### config.mk
export PLATFORM = sky130hd
export DESIGN_NAME = button_debouncer_array
export DESIGN_NICKNAME = d
export VERILOG_FILES = /design/src/rtl/debounce_pkg.sv /design/src/rtl/debounce_channel.sv /design/src/rtl/button_debouncer_array.sv
export SDC_FILE = /design/constraint.sdc
export NUM_CORES = 1
export LEC_CHECK = 0
export ABC_AREA = 0
export CAP_MARGIN = 0
export CORE_ASPECT_RATIO = 0.75
export CORE_MARGIN = 5
export CORE_UTILIZATION = 50
export CTS_BUF_LIST = sky130_fd_sc_hd__clkbuf_16
export CTS_CLUSTER_SIZE = 28
export DETAILED_ROUTE_END_ITERATION = 7
export GPL_ROUTABILITY_DRIVEN = 0
export PLACE_DENSITY = 0.75
export SYNTH_ARGS = -nofsm -noshare
export SYNTH_HDL_FRONTEND = slang
export SYNTH_HIERARCHICAL = 1
export SYNTH_SLANG_ARGS = --single-unit
### constraint.sdc
create_clock -name clk -period 2 [get_ports clk]
set_input_delay 0.4 -clock clk [delete_from_list [all_inputs] [get_ports clk]]
set_output_delay 0.4 -clock clk [all_outputs]
set_load 0.005 [all_outputs]
### src/rtl/debounce_pkg.sv
// Shared defaults and channel indices for the push-button debouncer array.
package debounce_pkg;

    localparam int DEF_NUM_CH        = 3;
    localparam int DEF_STABLE_CYCLES = 16;
    localparam int DEF_SYNC_STAGES   = 2;

    localparam int CH_RESET  = 0;
    localparam int CH_WALK   = 1;
    localparam int CH_REPROG = 2;

endpackage : debounce_pkg

### src/rtl/debounce_channel.sv
// Single-bit debouncer: synchroniser, bounce-restart counter, edge pulses and
// a sticky press latch cleared by acknowledge.
module debounce_channel
    import debounce_pkg::*;
#(
    parameter int STABLE_CYCLES = DEF_STABLE_CYCLES,
    parameter int SYNC_STAGES   = DEF_SYNC_STAGES
) (
    input  logic clk,
    input  logic sys_reset,
    input  logic raw_in,
    input  logic ack_in,
    output logic db_out,
    output logic rise_pulse,
    output logic fall_pulse,
    output logic press_latched
);

    localparam int unsigned CNT_W = $clog2(STABLE_CYCLES + 1);
    localparam logic [CNT_W-1:0] CNT_LAST = CNT_W'(STABLE_CYCLES - 1);

    logic [SYNC_STAGES-1:0] sync_q, sync_d;
    logic [CNT_W-1:0]       cnt_q, cnt_d;
    logic                   db_q, db_d;
    logic                   rise_q, rise_d;
    logic                   fall_q, fall_d;
    logic                   press_q, press_d;
    logic                   s_c;

    always_ff @(posedge clk or posedge sys_reset) begin
        if (sys_reset) begin
            sync_q  <= '0;
            cnt_q   <= '0;
            db_q    <= 1'b0;
            rise_q  <= 1'b0;
            fall_q  <= 1'b0;
            press_q <= 1'b0;
        end else begin
            sync_q  <= sync_d;
            cnt_q   <= cnt_d;
            db_q    <= db_d;
            rise_q  <= rise_d;
            fall_q  <= fall_d;
            press_q <= press_d;
        end
    end

    // Any sample matching the output restarts the stability count.
    always_comb begin
        sync_d = {sync_q[SYNC_STAGES-2:0], raw_in};
        s_c    = sync_q[SYNC_STAGES-1];
        cnt_d  = '0;
        db_d   = db_q;
        rise_d = 1'b0;
        fall_d = 1'b0;
        if (s_c != db_q) begin
            if (cnt_q == CNT_LAST) begin
                db_d   = s_c;
                rise_d = s_c;
                fall_d = ~s_c;
            end else begin
                cnt_d = cnt_q + CNT_W'(1);
            end
        end
        // A press arriving with an acknowledge is kept.
        press_d = rise_q | (press_q & ~ack_in);
    end

    assign db_out        = db_q;
    assign rise_pulse    = rise_q;
    assign fall_pulse    = fall_q;
    assign press_latched = press_q;

endmodule : debounce_channel

### src/rtl/button_debouncer_array.sv
// Array of independent button debouncers sharing one clock and reset.
module button_debouncer_array
    import debounce_pkg::*;
#(
    parameter int NUM_CH        = DEF_NUM_CH,
    parameter int STABLE_CYCLES = DEF_STABLE_CYCLES,
    parameter int SYNC_STAGES   = DEF_SYNC_STAGES
) (
    input  logic              clk,
    input  logic              sys_reset,
    input  logic [NUM_CH-1:0] raw_in,
    input  logic [NUM_CH-1:0] ack_in,
    output logic [NUM_CH-1:0] db_out,
    output logic [NUM_CH-1:0] rise_pulse,
    output logic [NUM_CH-1:0] fall_pulse,
    output logic [NUM_CH-1:0] press_latched
);

    if (NUM_CH < 1 || STABLE_CYCLES < 1 || SYNC_STAGES < 2) begin : g_bad_params
        $error("button_debouncer_array: need NUM_CH>=1, STABLE_CYCLES>=1, SYNC_STAGES>=2");
    end

    for (genvar i = 0; i < NUM_CH; i++) begin : g_ch
        debounce_channel #(
            .STABLE_CYCLES (STABLE_CYCLES),
            .SYNC_STAGES   (SYNC_STAGES)
        ) u_ch (
            .clk           (clk),
            .sys_reset     (sys_reset),
            .raw_in        (raw_in[i]),
            .ack_in        (ack_in[i]),
            .db_out        (db_out[i]),
            .rise_pulse    (rise_pulse[i]),
            .fall_pulse    (fall_pulse[i]),
            .press_latched (press_latched[i])
        );
    end

endmodule : button_debouncer_array
==> out/qor.yml <==
status: "finished clean"
syn_nets: 101
path_clk_slew_ns: 0.05
avgSynthCellArea_um2: 14.1
grt_pass1_wl_um: 3610
drt_wl_total_um: 2100
power_leakage_nw: 0.948
syn_area_um2: 1270
die_h_um: 53.6
setup_viol: 0
maxCapViolations: 0
drtAntennaViolNets: 0
cts_setup_buffers: 0
fin_nets: 127
reg2reg_slack_ns: 0.77
vias_per_cell: 4.85
maxSlewViolCount: 0
path_delay_family: "buffers and inverters"
fin_tns_setup_ns: 0
min_period_over_period_pct: 82.2
total_power_mw: 1.59
num_rows: 15
area_growth_pct: 31.2
synthDistinctLibCells: 14
insertion_delay_ns: 0.27
final_cell_mix: "33 x dfrtp_1, 19 x clkdlybuf4s50_1, 9 x xor2_1"
fillers: 169
tightest_slew_ns: 0.404
r2r-end: "g_ch[2].u_ch/db_out"
grt.total_usage_pct: 14.3
drc: 0
netlist_instances: 90
cp-start-kind: "flop"
slew_headroom_pct: 73.1
drtIter0Drc: 92
finalHoldViolations: 0
regArea_um2: 826
finalNonFillerCells: 151
required_ns: 1.60
cts_resized: 0
seq_area_frac_synth_pct: 65.1
rsz0062_at_grt: "no"
first_global_vias: 780
setup_slack_ns: 0.355
max_freq_mhz: 608
clock-sinks: 33
cellPowerDensity_nw_per_um2: 955
antenna_found_initial: 0
max_stage_delay_ns: 0.55
core_um2: 2360
initial_core_util_pct: 53.7
place_ws_ns: 0.666
finalCriticalPeriod_ns: 1.64
cts_buffers: 5
portBuffers: 19
grt_max_degree: 12
vias: 732
dp_hpwl_um: 1440
path_max_fanout: 5
root_buffer: "clkbuf_16"
r2r_start: "g_ch[2].u_ch/cnt_q[0]"
crit_path_start: "g_ch[2].u_ch/db_out"
crit_arrival_ns: 1.24
critical_path_depth: 1
cp_cell_sequence: "clkdlybuf4s50_1"
finClkSkew_ns: 0.00406
ys_warn_count: 6
htreeDepth: 2
path_class: "reg2out"
layout_commonest_cell: "dfrtp_1"
design.die.area_um2: 3660
synth_seq_cells: 33
diodes: 0
critPathSlowestCell: "clkdlybuf4s50_1"
first_pass_iters: 4
wl_per_cell_um: 13.9
dp.cells: 143
multiInputGateArea_um2: 420
ir_worst_vdd_mv: 0.569
io_pins: 20
worst_r2r_path_depth: 3
dieWidth_um: 68.2
critPathBufInv: 1
cp-end-kind: "output pin"
crit_end: "db_out[2]"
layout-drive-gt1-share_pct: 12.8
tritoncts: "built"
hp-class: "reg2reg"
cts_hold_buf: 0
cts_max_path_buffers: 2
grt-ovfl-total: 0
==> routing by layer <==
metal,up-vias,track usage (%),share of wire (%)
li1,356,-,-
met1,350,16.3,45
met2,22,22.4,47
met3,4,6.05,6.1
met4,0,8.58,1.3
met5,-,0,0
==> sequential cells by signal (all words and copies together), names as in the netlist <==
| signal | count |
|---|---|
| g_ch.u_ch/cnt_q | 15 |
| g_ch.u_ch/press_latched | 3 |
| g_ch.u_ch/sync_q | 6 |
| g_ch.u_ch/db_out | 3 |
| g_ch.u_ch/fall_pulse | 3 |
| g_ch.u_ch/rise_pulse | 3 |
==> through the flow <==
stage          area (um^2)  util (%)  hold slack (ns)
2_1_floorplan         1270         -            0.252
3_3_place_gp          1500      63.5            0.336
3_5_place_dp          1500      63.5            0.337
4_1_cts               1660      70.4            0.346
5_1_grt               1660      70.4            0.345
6_report              1660      70.4            0.342
==> synthesized netlist by cell type <==
master    count  area, um^2
a21o_1        3        22.5
a31oi_1       3        18.8
and2_1        3        18.8
and3_2        3        22.5
dfrtp_1      33         826
ha_1          3        37.5
inv_1         6        22.5
mux2_4        3        45.0
nand2_1       6        22.5
nand3_1       3        15.0
nand4b_4      3        71.3
nor2_1        6        22.5
nor3b_1       6        45.0
xor2_1        9        78.8
==> worst min-delay path by stage <==
| stage | start | endpoint | slack (ns) | cells past startpoint |
|---|---|---|---|---|
| after floorplan | sys_reset | g_ch[0].u_ch/cnt_q[0] | 0.25 | 1 |
| after global placement | g_ch[2].u_ch/sync_q[0] | g_ch[2].u_ch/sync_q[1] | 0.34 | 0 |
| after detailed placement | g_ch[1].u_ch/sync_q[0] | g_ch[1].u_ch/sync_q[1] | 0.34 | 0 |
| after CTS | g_ch[1].u_ch/sync_q[0] | g_ch[1].u_ch/sync_q[1] | 0.35 | 0 |
| after global routing | g_ch[1].u_ch/sync_q[0] | g_ch[1].u_ch/sync_q[1] | 0.35 | 0 |
| final | g_ch[1].u_ch/sync_q[0] | g_ch[1].u_ch/sync_q[1] | 0.34 | 0 |
==> where the power goes <==
part / switching (mW) / internal (mW) / leakage (nW) / total (mW)
clock network: 0.242 / 0.577 / 0.0826 / 0.818
logic: 0.0312 / 0.0305 / 0.426 / 0.0617
registers: 0.0200 / 0.690 / 0.440 / 0.710
total: 0.293 / 1.30 / 0.948 / 1.59
==> logic make-up after synthesis <==
logic type | Yosys count | share of synthesized area (%)
flip-flops | 33 | 65.1
adder cells (fa/ha/maj) | 3 | 2.96
buffers and inverters | 6 | 1.78
AO/OA/AOI/OAI | 6 | 3.25
AND/OR/NAND/NOR | 30 | 17.2
XOR/XNOR | 9 | 6.21
multiplexers | 3 | 3.55
==> area by class of cell <==
class | count | area share (%)
clock buffer | 5 | 7.52
inverter | 6 | 1.35
clock inverter | 3 | 2.26
sequential | 33 | 49.6
multi-input combinational | 51 | 25.3
timing repair buffer | 19 | 11.4
tap | 34 | 2.56
Note: power is estimated with default switching activity, not from simulation.
